## src/rtl/alu_sequencer.sv

```systemverilog
// alu_sequencer: single-issue sequencer for an external ALU.
// It accepts one instruction at a time and reads operands from an 8x8
// register file. It drives registered operands to the ALU for ALU_LAT cycles,
// then writes the result and/or flags back at the end of a one-cycle WB state.
module alu_sequencer #(
  parameter int ALU_LAT = 1
) (
  input  logic       clk,
  input  logic       rst_n,
  input  logic       instr_valid,
  output logic       instr_ready,
  input  logic [7:0] instr_op,
  input  logic [2:0] instr_dst,
  input  logic [2:0] instr_src_a,
  input  logic [2:0] instr_src_b,
  input  logic       instr_imm_en,
  input  logic [7:0] instr_imm,
  output logic [7:0] alu_a,
  output logic [7:0] alu_b,
  output logic [7:0] alu_sel,
  input  logic [7:0] alu_x,
  input  logic [7:0] alu_flags,
  output logic [7:0] flags_q,
  output logic       done,
  output logic       err,
  input  logic [2:0] dbg_addr,
  output logic [7:0] dbg_data
);

  localparam logic [7:0] OP_DIV = 8'h04;
  localparam logic [7:0] OP_MOD = 8'h05;
  localparam logic [7:0] OP_CMP = 8'h0F;
  localparam logic [7:0] OP_MOV = 8'h80;

  typedef enum logic [1:0] {IDLE, EXEC, WB} state_t;

  state_t     state, state_nxt;
  logic [2:0] cnt;
  logic [2:0] dst_q;
  logic [7:0] rf [8];
  logic [7:0] opnd_a, opnd_b;
  logic       accept, legal;

  assign instr_ready = (state == IDLE);
  assign accept      = instr_valid && instr_ready;
  assign done        = (state == WB);
  assign dbg_data    = rf[dbg_addr];

  // Operand selection and legality of the offered instruction.
  always_comb begin
    opnd_a = rf[instr_src_a];
    opnd_b = rf[instr_src_b];
    legal  = 1'b0;
    if (instr_imm_en) opnd_b = instr_imm;
    // Load-immediate: MOV passes operand A, so the immediate goes there.
    if (instr_imm_en && instr_op == OP_MOV) opnd_a = instr_imm;
    if ((instr_op >= 8'h01 && instr_op <= 8'h0F) || instr_op == OP_MOV) legal = 1'b1;
    if ((instr_op == OP_DIV || instr_op == OP_MOD) && opnd_b == 8'h00) legal = 1'b0;
  end

  // Next-state logic: IDLE -> EXEC (ALU_LAT cycles) -> WB -> IDLE.
  always_comb begin
    state_nxt = state;
    case (state)
      IDLE:    if (accept && legal) state_nxt = EXEC;
      EXEC:    if (cnt == 3'd1) state_nxt = WB;
      WB:      state_nxt = IDLE;
      default: state_nxt = IDLE;
    endcase
  end

  // State register, latency counter, latched instruction and ALU drive.
  always_ff @(posedge clk or negedge rst_n) begin
    if (!rst_n) begin
      state   <= IDLE;
      cnt     <= '0;
      dst_q   <= '0;
      alu_a   <= '0;
      alu_b   <= '0;
      alu_sel <= '0;
      err     <= 1'b0;
    end else begin
      state <= state_nxt;
      err   <= accept && !legal;
      case (state)
        IDLE: begin
          if (accept && legal) begin
            cnt     <= 3'(ALU_LAT);
            dst_q   <= instr_dst;
            alu_a   <= opnd_a;
            alu_b   <= opnd_b;
            alu_sel <= instr_op;
          end
        end
        EXEC: cnt <= cnt - 3'd1;
        WB: begin
          alu_a   <= '0;
          alu_b   <= '0;
          alu_sel <= '0;
        end
        default: ;
      endcase
    end
  end

  // Architectural writeback on the edge that leaves WB.
  always_ff @(posedge clk or negedge rst_n) begin
    if (!rst_n) begin
      for (int i = 0; i < 8; i++) rf[i] <= '0;
      flags_q <= '0;
    end else if (state == WB) begin
      if (alu_sel != OP_CMP) rf[dst_q] <= alu_x;
      if (alu_sel != OP_MOV) flags_q <= alu_flags;
    end
  end

endmodule

```

## config.mk

```make
export PLATFORM = sky130hd
export DESIGN_NAME = alu_sequencer
export DESIGN_NICKNAME = d
export VERILOG_FILES = /design/src/rtl/alu_sequencer.sv
export SDC_FILE = /design/constraint.sdc
export NUM_CORES = 1
export LEC_CHECK = 0
export CAP_MARGIN = 25
export CORE_ASPECT_RATIO = 0.6
export CORE_MARGIN = 1.5
export CORE_UTILIZATION = 49
export CTS_CLUSTER_SIZE = 16
export DETAILED_ROUTE_END_ITERATION = 7
export PLACE_DENSITY = 0.77
export SETUP_SLACK_MARGIN = 0.1
export SYNTH_ARGS = -nofsm -noshare
export SYNTH_HDL_FRONTEND = slang
export SYNTH_SLANG_ARGS = --single-unit
```

## constraint.sdc

```tcl
create_clock -name clk -period 2.2 [get_ports clk]
set_clock_uncertainty 0.2 [all_clocks]
set_input_delay 0.22 -clock clk [delete_from_list [all_inputs] [get_ports clk]]
set_output_delay 0.22 -clock clk [all_outputs]
set_load 0.1 [all_outputs]
```

After elaboration in Yosys (flattened, before gate mapping)
Index checks and enable logic that the tools add are counted.
{"block": "word_totals", "elab_cells": 85, "in_bits": 48, "out_inout_bits": 43, "ff_bits": 105}
{"block": "classes", "n_eq_ne": 10, "order_cmp": 7, "n_reduce_logical": 20, "n_addsub": 1, "muxes": 27, "bitwise_logic": 4}
{"op": "$mux W8", "count": 12}
{"op": "$bmux W8 S3", "count": 3}
{"op": "$bwmux W64", "count": 1}
{"op": "$pmux W8 S2", "count": 3}
{"op": "$demux W8 S3", "count": 1}
{"op": "$eq A8 B3 Y1 const B", "count": 2}
{"op": "$ge A4 B4 Y1 const B", "count": 4}
{"op": "$not A3 Y4", "count": 4}
{"op": "$reduce_and A2 Y1", "count": 6}
{"op": "$eq A8 B8 Y1 const B", "count": 1}
{"op": "$ge A8 B1 Y1 const B", "count": 1}
{"op": "$le A8 B4 Y1 const B", "count": 1}
{"op": "$logic_not A8 Y1", "count": 1}
{"op": "$ne A8 B4 Y1 const B", "count": 1}
{"op": "$ne A8 B8 Y1 const B", "count": 1}
{"op": "$logic_and A1 B1 Y1", "count": 7}
{"op": "$pmux W3 S2", "count": 1}
{"op": "$lt A4 B1 Y1 const B", "count": 1}
{"op": "$mux W2", "count": 2}
{"op": "$pmux W2 S2", "count": 1}
{"op": "$reduce_bool A2 Y1", "count": 2}
{"op": "$eq A3 B1 Y1 const B", "count": 1}
{"op": "$mux W3", "count": 1}
{"op": "$sub A3 B1 Y3 const B", "count": 1}
{"op": "8 further kinds", "count": 10}

Logic depth before layout (Yosys ltp)
{"block": "depth", "ltp_word": 11, "mapped_depth": 10, "depth_no_buf": 6}

Worst setup path before layout
No wires, ideal clock.
{"block": "synth_timing", "path_kind": "register to register", "start": "register state[0]", "end": "register dst_q[0]", "stages_incl_launch_ff": 7, "slack_ns": -0.881, "arrival_ns": 2.756, "synth_period_minus_slack_ns": 3.081, "cell_sequence": "dfrtp_1 -> nor2_1 -> and4_1 -> o21a_1 -> clkbuf_2 -> buf_6 -> mux2_4"}
{"block": "synth_via", "elab_chain_cells": 4}
{"item": "from (decl)", "line": "37", "source": "state_t state, state_nxt;"}
{"item": "from (signal assigned)", "line": "83", "source": "state <= state_nxt;"}
{"item": "$logic_not A2 Y1 *", "line": "44", "source": "assign instr_ready = (state == IDLE);"}
{"item": "via instr_ready", "line": "11", "source": "output logic instr_ready,"}
{"item": "$logic_and A1 B1 Y1", "line": "45", "source": "assign accept = instr_valid && instr_ready;"}
{"item": "$logic_and A1 B1 Y1", "line": "87", "source": "if (accept && legal) begin"}
{"item": "$reduce_and A2 Y1 (no line) *"}
{"item": "to (signal assigned)", "line": "89", "source": "dst_q <= instr_dst;"}
{"item": "to (decl)", "line": "39", "source": "logic [2:0] dst_q;"}
Mark *: on every way through the listed nets, which the timed path passes. The rest lies on a longest branch.
A chain may end at the register's enable or synchronous reset.

Final worst setup path
{"block": "layout_timing", "start": "register rf[56] (netlist name)", "end": "register alu_a[3]"}
{"block": "layout_via", "elab_chain_cells": 10}
{"item": "from (decl)", "line": "40", "source": "logic [7:0] rf [8];"}
{"item": "from (signal, indexed assignment)", "line": "112", "source": "if (alu_sel != OP_CMP) rf[dst_q] <= alu_x;"}
{"item": "$bmux W8 S3", "line": "52", "source": "opnd_b = rf[instr_src_b];"}
{"item": "$mux W8 (implied by the code) (2 in a row)", "line": "52"}
{"item": "$mux W8", "line": "54", "source": "if (instr_imm_en) opnd_b = instr_imm;"}
{"item": "$logic_not A8 Y1", "line": "58", "source": "if ((instr_op == OP_DIV || instr_op == OP_MOD) && opnd_b == 8'h00) legal = 1'b0;"}
{"item": "$logic_and A1 B1 Y1", "line": "58"}
{"item": "$mux W1", "line": "58"}
{"item": "$logic_and A1 B1 Y1", "line": "87"}
{"item": "$ne A2 B1 Y1 (no line)"}
{"item": "$reduce_and A2 Y1 (no line)"}
{"item": "to (signal assigned)", "line": "90", "source": "alu_a <= opnd_a;"}
{"item": "to (decl)", "line": "18", "source": "output logic [7:0] alu_a,"}
Every way passes these cells. The select of a mux whose other input is x is not followed.

==> impl_metrics.yaml <==
clock_network:
  numCtsBuffers: 9
  cts_sinks: 105
  htreeDepth: 3
  clk_pin_slew_worst_paths_ns: 0.07
  clk_root_buffer_cell: "sky130_fd_sc_hd__clkbuf_16"
  cts_buffer_depth: 2
  clock_latency_ns: 0.35
  tritoncts: "built"
yosys:
  netlist_top_cells_count: "sky130_fd_sc_hd__dfrtp_1 (105), sky130_fd_sc_hd__mux2_2 (86), sky130_fd_sc_hd__mux4_2 (43), sky130_fd_sc_hd__nand2_1 (43), sky130_fd_sc_hd__mux2i_1 (39)"
  asyncSetResetFlopFracSynth_pct: 100.0
  synth_most_common_cell: "sky130_fd_sc_hd__dfrtp_1"
  synth.largest_area_cell: "sky130_fd_sc_hd__dfrtp_1"
  synth_enable_flop_cells: 0
  netlist_instances: 424
  synth_warnings: 0
  synth.ff_latch_count: 105
  netlist.area_leader.share_pct: 45.30
  netlist_top_cells_area: "sky130_fd_sc_hd__dfrtp_1 (45%), sky130_fd_sc_hd__mux2_2 (17%), sky130_fd_sc_hd__mux4_2 (17%)"
  syn-num-nets: 474
  ys_types: 41
  yosysSeqAreaShare_pct: 45.30
  syn_area_per_cell_um2: 13.68
  ys.flop_type: "sky130_fd_sc_hd__dfrtp_1"
  netlist_area_mm2: 0.005801
place:
  placement.io_buffers: 90
  hpwlAfterDp_mm: 12.07
  gp_congestion: 0.9235
  dpl_cell_area_mm2: 0.007750
global_routing:
  grt_pass1_wl_mm: 27.05
  grt_usage_pct: 29.60
  globalRoute.totalOverflow: 0
  antenna_found_initial: 0
  pin_count_of_the_biggest_net_entering_global_routing: 60
  grt_pass1_vias: 4829
detailed_routing:
  vias_per_cell: 6.021
  route.vias.total: 4666
  drt-total-wl_mm: 17.88
  drt-initial-drc-count: 388
  ant_nets: 0
  drc: 0
  avgRoutedWirePerCell_um: 23.08
  drt_pre_antenna_iters: 4
floorplanning:
  io_pins: 91
  die_footprint_mm2: 0.01252
  die_x_um: 143.5
  start_util_pct: 50.83
  die_y_um: 87.28
  rows: 30
  design.core.area_mm2: 0.01141
final_layout:
  drive_above_1_share_pct: 53.82
  num_antenna_cells: 0
  multiInputGateArea_mm2: 0.003332
  postLayoutCellArea_mm2: 0.008573
  fin_nets: 661
  combined_flip_flop_and_latch_cell_area_mm2: 0.002653
  syn2layout_area_growth_pct: 47.80
  fillers: 711
power_and_ir_drop:
  power_frac_clock_pct: 16.1
  power_leakage_nw: 3.904
  switching_share_pct: 44.80
  p_seq_share_pct: 28.5
  powerDensity_mw_per_mm2: 1332
  switching_power_mw: 5.116
  power.share.combinational_pct: 55.3
  power.total_mw: 11.42
  p_int_mw: 6.303
  irDropWorstVdd_uv: 969.4
worst_setup_path:
  worstSetupEndpointType: "register"
  critPathArrivalTime_ns: 2.62
  cp_data_required_time_ns: 2.21
  setup.worst_path.class: "reg2reg"
  crit_path_start_kind: "register"
  critical_path_maximum_fanout: 8
  worst-r2r-cell-count: 8
  rrSetupSlack_ns: -0.41
sta:
  timing.max_slew.rel_slack_pct: 72.37
  setup_ws_ns: -0.4083
  final-setup-viol-count: 40
  tightestPinTransition_ns: 0.4040
  finalHoldViolCount: 0
  fin_crit_sh_pct: 118.6
  final-max-slew-violation-count: 0
  setup_tns_ns: -11.68
  final_period_minus_worst_setup_slack_ns: 2.608
  max_freq_ghz: 0.3834
  grt_setup_unrepaired: "yes"
worst_hold_path:
  hold_path.class: "in2async"
status:
  result_of_the_run: "finished with violations"
  violations: "negative setup slack"
run:
  max-cap-violations: 0
-- power by group through the flow --
stage / clock, mW / sequential, mW / combinational, mW
2_1_floorplan: 0 / 5.06 / 2.17
5_1_grt: 1.92 / 3.31 / 6.55
4_1_cts: 1.86 / 3.21 / 6.15
3_3_place_gp: 0 / 3.19 / 5.75
3_5_place_dp: 0 / 3.22 / 5.88
6_report: 1.84 / 3.26 / 6.32
-- metrics by stage --
stage               cells  worst slack (ns)  hold slack, ns  util [%]
finish                775           -0.4083         0.09247     75.13
global route          775           -0.4570          0.1208     75.13
CTS                   768           -0.3749         0.09869     73.85
detailed placement    745           -0.8924        -0.08058     67.92
global placement      745           -0.8377        -0.08279     67.92
floorplan             424           -0.2165         -0.2756         -
-- placed cells by master (no fill, tap or decap), drive strengths merged, types with 2 or more instances in the layout --
| cell | synthesis | final |
|---|---|---|
| clkbuf | 14 | 12 |
| nor2b | 4 | 4 |
| mux2i | 39 | 39 |
| o21a | 4 | 4 |
| nand3b | 2 | 2 |
| mux4 | 43 | 43 |
| nand4 | 4 | 4 |
| nor3b | 6 | 6 |
| o22ai | 3 | 3 |
| nand2b | 4 | 4 |
| dlygate4sd2 | 0 | 4 |
| a22o | 2 | 2 |
| ha | 2 | 2 |
| inv | 9 | 8 |
| a21oi | 3 | 3 |
| nand2 | 43 | 43 |
| o21ai | 9 | 9 |
| mux2 | 92 | 92 |
| xnor2 | 2 | 2 |
| clkdlybuf4s50 | 0 | 42 |
| buf | 13 | 155 |
| dfrtp | 105 | 105 |
| nor2 | 7 | 7 |
| bufinv | 0 | 3 |
| nor3 | 2 | 2 |
| nand3 | 2 | 2 |
-- path summary, 6_finish.rpt --
check,from,to
worst max register to register,rf[56],alu_a[3]
min in group clk,instr_valid,err
worst min register to register,flags_q[1],flags_q[1]
max in group asynchronous,rst_n,rf[47]
worst min-delay path,rst_n,rf[22]
worst max-delay path,rf[56],alu_a[3]
-- per-layer routing --
metal / GRT usage, % / vias up / share of wire (%)
met5: 0 / - / 0
met4: 6.957 / 0 / 1.6
met3: 7.532 / 32 / 7.4
met2: 46.59 / 240 / 48
met1: 41.75 / 2432 / 43
li1: - / 1962 / -
-- worst max-delay path, cell delays in order, from the launching register on --
cell and delay (ns):
sky130_fd_sc_hd__dfrtp_1 0.44, sky130_fd_sc_hd__mux4_2 0.48, sky130_fd_sc_hd__mux2_4 0.28, sky130_fd_sc_hd__mux2i_1 0.17, sky130_fd_sc_hd__buf_4 0.15, sky130_fd_sc_hd__nand4_1 0.13, sky130_fd_sc_hd__o21a_4 0.31, sky130_fd_sc_hd__buf_6 0.16
sky130_fd_sc_hd__mux2i_2 0.15
-- state kept, by name, indices dropped and copies added, names as in the netlist, 2 cells and up --
name and count:
cnt 3, dst_q 3, alu_sel 8, alu_b 8, flags_q 8, alu_a 8, state 2, rf 64
-- final cells by class --
type | count | area share (%)
inverters | 9 | 0.4378
clock inverters | 3 | 1.051
repair buffers | 203 | 23.50
multi-input cells | 283 | 38.86
well taps | 160 | 2.335
flip-flops and latches | 105 | 30.94
clock buffers | 12 | 2.875
-- kinds of logic (layout without fill, tap and decap cells) --
family                   Yosys count  in the layout  synth area share (%)
XOR/XNOR                           2              2                0.3020
buffers and inverters             36            227                 2.826
multiplexers                     174            174                 41.41
adder cells (fa/ha/maj)            2              2                0.4313
AO/OA/AOI/OAI                     27             27                 3.063
flip-flops                       105            105                 45.30
AND/OR/NAND/NOR                   78             78                 6.665
-- timing repair --
item                                    in CTS  in global routing
endpoints found under the setup margin      88                 88
resized for setup                           64                 20
endpoints found under the hold margin      105                  0
pin swaps                                    7                  6
setup buffers                                8                  9
gates cloned                                 2                  0
hold buffers                                 1                  0
No activity file was read; power rests on OpenSTA's default activity.
